<file path="src/rtl/exec_pkg.sv">
// Shared definitions for the execute stage: ALU opcodes, bufferOut field
// offsets (as functions of the datapath width) and the buffer width rule.
package exec_pkg;

  typedef enum logic [3:0] {
    ALU_SUB  = 4'd0,
    ALU_ADD  = 4'd1,
    ALU_AND  = 4'd2,
    ALU_OR   = 4'd3,
    ALU_CMP  = 4'd4,
    ALU_XOR  = 4'd5,
    ALU_SHL  = 4'd6,
    ALU_SRA  = 4'd7,
    ALU_MUL  = 4'd8
  } alu_op_e;

  localparam int TAG_W    = 4;
  localparam int OPCODE_W = 4;
  localparam int OPTYPE_W = 2;

  function automatic int off_rd3(input int n);        return 0;        endfunction
  function automatic int off_rc(input int n);         return n;        endfunction
  function automatic int off_rb(input int n);         return n + 4;    endfunction
  function automatic int off_ra(input int n);         return n + 8;    endfunction
  function automatic int off_reg_write(input int n);  return n + 12;   endfunction
  function automatic int off_mem_to_reg(input int n); return n + 13;   endfunction
  function automatic int off_mem_write(input int n);  return n + 14;   endfunction
  function automatic int off_branch(input int n);     return n + 15;   endfunction
  function automatic int off_neg(input int n);        return n + 16;   endfunction
  function automatic int off_zero(input int n);       return n + 17;   endfunction
  function automatic int off_res(input int n);        return n + 18;   endfunction
  function automatic int off_opcode(input int n);     return 2*n + 18; endfunction
  function automatic int off_optype(input int n);     return 2*n + 22; endfunction

  function automatic bit bw_valid(input int n, input int bw);
    return bw == 2*n + 24;
  endfunction

endpackage

</file>
<file path="src/rtl/exec_stage_alu.sv">
// N-bit two's-complement ALU with negative and zero flags; wraps silently.
module alu
  import exec_pkg::*;
#(
  parameter int N = 4
) (
  input  logic signed [N-1:0] A,
  input  logic signed [N-1:0] B,
  input  logic        [3:0]   op,
  output logic signed [N-1:0] result,
  output logic                neg,
  output logic                zero
);

  // Shift amount uses only the low log2(N) bits of B.
  localparam int SW = (N > 1) ? $clog2(N) : 1;

  logic [SW-1:0] shamt;
  assign shamt = B[SW-1:0];

  always_comb begin
    result = B;
    case (op)
      ALU_SUB: result = A - B;
      ALU_ADD: result = A + B;
      ALU_AND: result = A & B;
      ALU_OR:  result = A | B;
      ALU_CMP: result = A - B;
      ALU_XOR: result = A ^ B;
      ALU_SHL: result = A << shamt;
      ALU_SRA: result = A >>> shamt;
      ALU_MUL: result = A * B;
      default: result = B;
    endcase
  end

  assign neg  = result[N-1];
  assign zero = (result == '0);

endmodule

</file>
<file path="src/rtl/exec_stage.sv">
// Execute stage: operand muxes, ALU and the EX/MEM pipeline register.
// Define EXEC_STAGE_FWD_EN to enable the Fa/Fb forwarding muxes.
module exec_stage
  import exec_pkg::*;
#(
  parameter int N  = 4,
  parameter int BW = 32
) (
  input  logic                clk,
  input  logic                rst,
  input  logic                en,
  input  logic signed [N-1:0] rd1,
  input  logic signed [N-1:0] rd2,
  input  logic signed [N-1:0] pc,
  input  logic signed [N-1:0] imm,
  input  logic signed [N-1:0] aluOut,
  input  logic signed [N-1:0] result,
  input  logic signed [N-1:0] rd3,
  input  logic        [3:0]   aluControl,
  input  logic        [3:0]   Ra,
  input  logic        [3:0]   Rb,
  input  logic        [3:0]   Rc,
  input  logic                immSrc,
  input  logic                branchFlag,
  input  logic                memWrite,
  input  logic                memToReg,
  input  logic                regWrite,
  input  logic        [1:0]   opType,
  input  logic        [3:0]   opCode,
  input  logic                Fa,
  input  logic                Fb,
  output logic        [BW-1:0] bufferOut
);

  if (!bw_valid(N, BW)) begin : g_bw_check
    $error("exec_stage: BW must equal 2*N+24");
  end

  localparam int RD3_LO = off_rd3(N);
  localparam int RC_LO  = off_rc(N);
  localparam int RB_LO  = off_rb(N);
  localparam int RA_LO  = off_ra(N);
  localparam int RW_B   = off_reg_write(N);
  localparam int M2R_B  = off_mem_to_reg(N);
  localparam int MW_B   = off_mem_write(N);
  localparam int BR_B   = off_branch(N);
  localparam int NEG_B  = off_neg(N);
  localparam int ZERO_B = off_zero(N);
  localparam int RES_LO = off_res(N);
  localparam int OPC_LO = off_opcode(N);
  localparam int OPT_LO = off_optype(N);

  logic signed [N-1:0] fwd_a, fwd_b, src_a, src_b, alu_res;
  logic                alu_neg, alu_zero;
  logic [BW-1:0]       packed_word;

`ifdef EXEC_STAGE_FWD_EN
  assign fwd_a = Fa ? aluOut : rd1;
  assign fwd_b = Fb ? result : rd2;
`else
  // Forwarding ports stay on the interface but are deliberately ignored.
  logic unused_fwd;
  assign unused_fwd = ^{Fa, Fb, aluOut, result};
  assign fwd_a = rd1;
  assign fwd_b = rd2;
`endif

  assign src_a = branchFlag ? pc  : fwd_a;
  assign src_b = immSrc     ? imm : fwd_b;

  alu #(.N(N)) u_alu (
    .A      (src_a),
    .B      (src_b),
    .op     (aluControl),
    .result (alu_res),
    .neg    (alu_neg),
    .zero   (alu_zero)
  );

  always_comb begin
    packed_word = '0;
    packed_word[RD3_LO +: N]        = rd3;
    packed_word[RC_LO  +: TAG_W]    = Rc;
    packed_word[RB_LO  +: TAG_W]    = Rb;
    packed_word[RA_LO  +: TAG_W]    = Ra;
    packed_word[RW_B]               = regWrite;
    packed_word[M2R_B]              = memToReg;
    packed_word[MW_B]               = memWrite;
    packed_word[BR_B]               = branchFlag;
    packed_word[NEG_B]              = alu_neg;
    packed_word[ZERO_B]             = alu_zero;
    packed_word[RES_LO +: N]        = alu_res;
    packed_word[OPC_LO +: OPCODE_W] = opCode;
    packed_word[OPT_LO +: OPTYPE_W] = opType;
  end

  // Reset discards any in-flight word; en=0 stalls the stage.
  always_ff @(posedge clk or negedge rst) begin
    if (!rst) begin
      bufferOut <= '0;
    end else if (en) begin
      bufferOut <= packed_word;
    end
  end

endmodule

</file>
<file path="config.mk">
export PLATFORM = sky130hd
export DESIGN_NAME = exec_stage
export DESIGN_NICKNAME = d
export VERILOG_FILES = /design/src/rtl/exec_pkg.sv /design/src/rtl/exec_stage_alu.sv /design/src/rtl/exec_stage.sv
export SDC_FILE = /design/constraint.sdc
export NUM_CORES = 1
export LEC_CHECK = 0
export CORE_MARGIN = 2
export CORE_UTILIZATION = 39
export CTS_CLUSTER_SIZE = 20
export DETAILED_ROUTE_END_ITERATION = 8
export HOLD_SLACK_MARGIN = 0.1
export PLACE_DENSITY = 0.89
export SLEW_MARGIN = 20
export SYNTH_ARGS = -nofsm -noshare
export SYNTH_HDL_FRONTEND = slang
export SYNTH_SLANG_ARGS = --single-unit
export TNS_END_PERCENT = 5
</file>
<file path="constraint.sdc">
create_clock -name clk -period 0.8 [get_ports clk]
set_input_delay 0.2 -clock clk [delete_from_list [all_inputs] [get_ports clk]]
set_output_delay 0.2 -clock clk [all_outputs]
set_load 0.01 [all_outputs]
</file>
# ---- Yosys cells after proc, flatten, opt, wreduce, memory -nomap -nowiden
# Cells that the tools add are included.
dict set report totals {
  output_inout_bits 32
  word_cells 23
  inputBits 60
  regBits 32
}
dict set report classes {
  n_bitwise 3
  n_mux 3
  n_addsub 2
  shifts 2
  n_mul 1
  reduce_logical 3
  n_eq_ne 8
}
# op count
set op_table {}
lappend op_table {{$pmux 4 s8} 1}
lappend op_table {{$eq 4x3->1 const B} 4}
lappend op_table {{$eq 4x2->1 const B} 2}
lappend op_table {{$logic_not 4->1} 2}
lappend op_table {{$mux 4} 2}
lappend op_table {{$add 4x4->4} 1}
lappend op_table {{$and 4x4->4} 1}
lappend op_table {{$eq 4x1->1 const B} 1}
lappend op_table {{$eq 4x4->1 const B} 1}
lappend op_table {{$mul 4x4->4} 1}
lappend op_table {{$or 4x4->4} 1}
lappend op_table {{$shl 4x2->4} 1}
lappend op_table {{$sshr 4x2->4} 1}
lappend op_table {{$sub 4x4->4} 1}
lappend op_table {{$xor 4x4->4} 1}
lappend op_table {{$reduce_or 2->1} 1}

# ---- Depth between registers and ports, before layout
dict set report logic_depth {
  ltp_word 4
  depth_mapped 14
}

# ---- Modules after synthesis
# From an unflattened synthesis, not the netlist that was laid out.
dict set report hier_totals {
  cells_unflattened 210
  hier_area_um2 2413.6
}
# module instances area_each_um2 cells_per_inst seq_area_each_um2
set modules_own_cells {}
lappend modules_own_cells {exec_stage 1 1435.1 76 800.8}
lappend modules_own_cells {alu 1 978.4 134 0.0}

# ---- Worst setup path after synthesis
# No wires, ideal clock.
dict set report synth_path {
  kind {input to register}
  startpoint {input port branchFlag}
  endpoint {register bufferOut[21]}
  path_buffers 1
  t_arrival_ps 3446
  setup_time_ps 79
  slack_ps -2725
  cell_stages 13
  cell_sequence {buf_4 mux2i_2 inv_1 ha_1 ha_1 ha_1 ha_1 or3_1 a221oi_2 o311ai_1 o32a_1 or3b_1 a2bb2oi_1}
}
dict set report synth_between {
  elab_chain_cells 4
  elab_cells_between_ends 11
  classes_between {add/sub: 2; mul: 1; shift: 2; mux: 2; bitwise: 3; reduce/logical: 1}
}
# item line_no
set synth_rtl {}
lappend synth_rtl {{from (decl)} exec_stage.sv:24} ;# input logic branchFlag,
lappend synth_rtl {{$mux 4 (*)} exec_stage.sv:68} ;# assign src_a = branchFlag ? pc : fwd_a;
lappend synth_rtl {{$mul 4x4->4 (tied with other cells)} exec_stage_alu.sv:32} ;# ALU_MUL: result = A * B;
lappend synth_rtl {{$pmux 4 s8 (*)} exec_stage_alu.sv:23} ;# case (op)
lappend synth_rtl {{$logic_not 4->1 (*)} exec_stage_alu.sv:38} ;# assign zero = (result == '0);
lappend synth_rtl {{to (signal assigned)} exec_stage.sv:102} ;# bufferOut <= packed_word;
lappend synth_rtl {{to (decl)} exec_stage.sv:32} ;# output logic [BW-1:0] bufferOut
# Mark *: on every way between the ends. The rest lies on a longest branch, timed or not.
# A chain may end at the register's enable or synchronous reset.

# ---- Final worst setup path
dict set report layout_path {
  startpoint {input port immSrc}
  endpoint {register bufferOut[21]}
}
dict set report layout_between {
  elab_chain_cells 4
  elab_cells_between_ends 11
  classes_between {add/sub: 2; mul: 1; shift: 2; mux: 2; bitwise: 3; reduce/logical: 1}
}
# item line_no
set layout_rtl {}
lappend layout_rtl {{from (decl)} exec_stage.sv:23} ;# input logic immSrc,
lappend layout_rtl {{$mux 4 (*)} exec_stage.sv:69} ;# assign src_b = immSrc ? imm : fwd_b;
lappend layout_rtl {{$mul 4x4->4 (tied with other cells)} exec_stage_alu.sv:32}
lappend layout_rtl {{$pmux 4 s8 (*)} exec_stage_alu.sv:23}
lappend layout_rtl {{$logic_not 4->1 (*)} exec_stage_alu.sv:38}
# Marked as above.

==> flow_metrics.py <==
metrics = {
    "sta": {
        "max_freq_mhz": 357,
        "period_minus_slack_ns": 2.80,
        "setup_viol": 62,
        "finClkSkew_ns": 0,
        "holdWs_ns": 0.288,
        "tns_ns": -15.32,
        "slew_headroom_pct": 79.3,
        "tightest_slew_ns": 0.305,
        "rsz0062_at_grt": "true",
        "setup_ws_ns": -2.00,
        "hold_viol_final": 0,
        "post-route-period-util_pct": 350,
        "slew_violations": 0,
    },
    "worst_setup_path": {
        "r2r_setup_slack_ns": 0,
        "timing.critical_path.required_ns": 1.00,
        "r2r-end": "bufferOut[21]$_DFFE_PN0P_",
        "critPathCaptureType": "register",
        "worstSetupPathType": "in2reg",
        "cp-start-kind": "input pin",
        "crit_path_max_fanout": 3,
        "reg2reg_from": "bufferOut[21]$_DFFE_PN0P_",
        "worst_r2r_path_depth": 3,
        "crit_arrival_ns": 3.00,
    },
    "detailed_routing": {
        "drt_iter0_drc": 185,
        "wirelength_um": 6570,
        "drt_first_pass_iters": 6,
        "avgViaCountPerCell": 5.11,
        "vias": 2088,
        "drc": 0,
        "drtAntennaViolNets": 0,
        "wl_per_cell_um": 16.1,
    },
    "min_path": {
        "hp-class": "in2async",
    },
    "cells_and_area": {
        "regMostFlops": "bufferOut",
        "drive_above_1_share_pct": 44.8,
        "reg_top3": "bufferOut: 31 flops",
        "multi_input_area_sq_mm": 0.00145,
        "regArea_sq_um": 776,
        "syn_to_final_growth_pct": 61.3,
        "final_cell_area_sq_mm": 0.00355,
        "fillCellCount": 415,
        "largest_reg_flops": 31,
        "final_util_pct": 64.9,
        "diodes": 0,
        "fin_nets": 414,
    },
    "run": {
        "timing.max_cap.violations": 0,
    },
    "clocking": {
        "cts_buffer_depth": 2,
        "cts-root-buf": "clkbuf_8",
        "ctsHtreeMaxLevel": 2,
        "numClockSinks": 31,
        "cts_buffers": 5,
        "worstSkewPairLatency_ns": 0.27,
        "path_clk_slew_ns": 0.06,
        "cts_tree": "done",
    },
    "place": {
        "gp_congestion": 0.915,
        "dp_hpwl_um": 4540,
        "port_buffers": 81,
        "place_area_sq_mm": 0.00337,
    },
    "synthesis": {
        "yosysTopAreaCell": "dfrtp_1",
        "ys_top_cells_by_area": "dfrtp_1, mux2_2, ha_1",
        "syn_avg_cell_area_sq_um": 10.5,
        "ys_ff_latch": 31,
        "synth_cells": 209,
        "synth-seq-area-share_pct": 35.2,
        "yosysTopAreaCellShare_pct": 35.2,
        "synth_area_sq_mm": 0.00220,
        "synthTopCellsByCount": "dfrtp_1, mux2_2, nor2_1",
        "synthFlopType": "dfrtp_1",
        "synth_warnings": 0,
        "synth_edf_count": 0,
        "async_reset_ff_share_pct": 100,
        "synthMostInstantiatedCell": "dfrtp_1",
        "yosys.cell_types.count": 49,
        "syn_nets": 287,
    },
    "floorplanning": {
        "die_area_sq_mm": 0.00626,
        "io_pins": 92,
        "coreArea_sq_mm": 0.00547,
        "die_w_um": 79.1,
        "start_util_pct": 40.2,
        "num_rows": 27,
        "die_y_um": 79.1,
    },
    "global_routing": {
        "grt_pass1_wl_um": 10400,
        "use_met2_pct": 37.9,
        "grt_use_total_pct": 21.2,
        "grt_remaining_overflow": 0,
        "antenna_found_initial": 0,
        "busiest_layer": "met2",
        "grt_use_met1_pct": 23.5,
        "grt_max_degree": 33,
        "met3_usage_pct": 5.11,
        "grt_pass1_vias": 2193,
    },
    "power_and_ir_drop": {
        "switching_share_pct": 30.9,
        "p_leak_nw": 1.60,
        "p_clk_share_pct": 22.6,
        "ir_drop_mv": 1.15,
        "total_power_w": 0.00508,
        "switchingPower_w": 0.00157,
        "power_frac_comb_pct": 41.3,
        "pwr_density_cell_mw_per_mm2": 1430,
        "pwr-share-seq_pct": 36.1,
        "internal_power_w": 0.00351,
    },
    "status": {
        "violations": "negative setup slack",
        "outcome": "finished with violations",
    },
}
## worst max-delay path: stages
cell	delay, ns
buf_8	0.10
buf_6	0.12
buf_12	0.12
mux2i_4	0.27
ha_4	0.26
nor2_4	0.12
a21oi_4	0.05
fa_2	0.55
nor2_1	0.05
a31oi_1	0.15
o31ai_1	0.10
a2111oi_2	0.24
buf_4	0.17
or3b_1	0.35
a2bb2oi_1	0.15
## per-stage QoR
step / setup WS, ns / std cells
2_1_floorplan: -2.30 / 209
3_3_place_gp: -2.72 / 385
3_5_place_dp: -2.80 / 385
4_1_cts: -2.04 / 406
5_1_grt: -2.11 / 409
6_report: -2.00 / 409
## worst max-delay path by stage
stage,startpoint,to,slack [ns],cells past startpoint
2_1_floorplan,branchFlag,bufferOut[21]$_DFFE_PN0P_,-2.30,13
6_report,immSrc,bufferOut[21]$_DFFE_PN0P_,-2.00,15
3_3_place_gp,branchFlag,bufferOut[21]$_DFFE_PN0P_,-2.72,13
4_1_cts,immSrc,bufferOut[21]$_DFFE_PN0P_,-2.04,13
5_1_grt,aluControl[3],bufferOut[21]$_DFFE_PN0P_,-2.11,13
3_5_place_dp,branchFlag,bufferOut[21]$_DFFE_PN0P_,-2.80,13
## cells in the final DEF (no fill, tap or decap), drive strengths merged, types with 2 or more instances in the layout
cell type,n
inv,12
dlygate4sd2,6
nor3,6
nor2b,2
xnor2,7
nand2,5
a31oi,2
ha,17
a21oi,9
xor2,2
dfrtp,31
clkdlybuf4s50,36
clkbuf,7
o32a,2
nand2b,2
mux2i,12
nor2,24
o21ai,7
o31ai,2
mux2,28
nand3,3
buf,90
## repair_timing
item,CTS,global route
pin swaps,17,5
endpoints found under the setup margin,63,63
setup buffers,14,3
resized for setup,189,10
hold buffers,0,0
hold endpoints to repair,0,0
## area by class of cell
class                      instances  area share (%)
multi-input combinational        153            40.8
clock buffer                       7            2.15
clock inverter                     1           0.141
tap                               72            2.54
inverter                          12            1.27
timing repair buffer             133            31.2
sequential                        31            21.8
## kinds of logic (layout without fill, tap and decap cells)
group | count (synthesis) | in the layout | synth area share (%)
xor+xnor | 10 | 10 | 4.60
simple gates | 50 | 50 | 10.7
buf+inv | 25 | 153 | 5.40
fa+ha+maj | 18 | 18 | 10.6
mux | 40 | 40 | 22.4
flops | 31 | 31 | 35.2
compound gates | 35 | 35 | 11.1
## power groups by stage
| stage | clock network, W | registers, W | logic, W |
|---|---|---|---|
| after floorplan | 0 | 0.00194 | 0.000932 |
| after global placement | 0 | 0.00185 | 0.00196 |
| after detailed placement | 0 | 0.00186 | 0.00201 |
| after CTS | 0.00120 | 0.00183 | 0.00198 |
| after global routing | 0.00128 | 0.00185 | 0.00226 |
| final | 0.00115 | 0.00184 | 0.00210 |
## per-layer routing
| layer | wire length (um) | vias up | part of all wire [%] |
|---|---|---|---|
| met5 | 0 | - | 0 |
| met4 | 200 | 0 | 3.0 |
| met3 | 397 | 16 | 6.0 |
| met2 | 3550 | 90 | 54 |
| met1 | 2420 | 987 | 37 |
| li1 | - | 995 | - |
(Power assumes the default switching activity.)
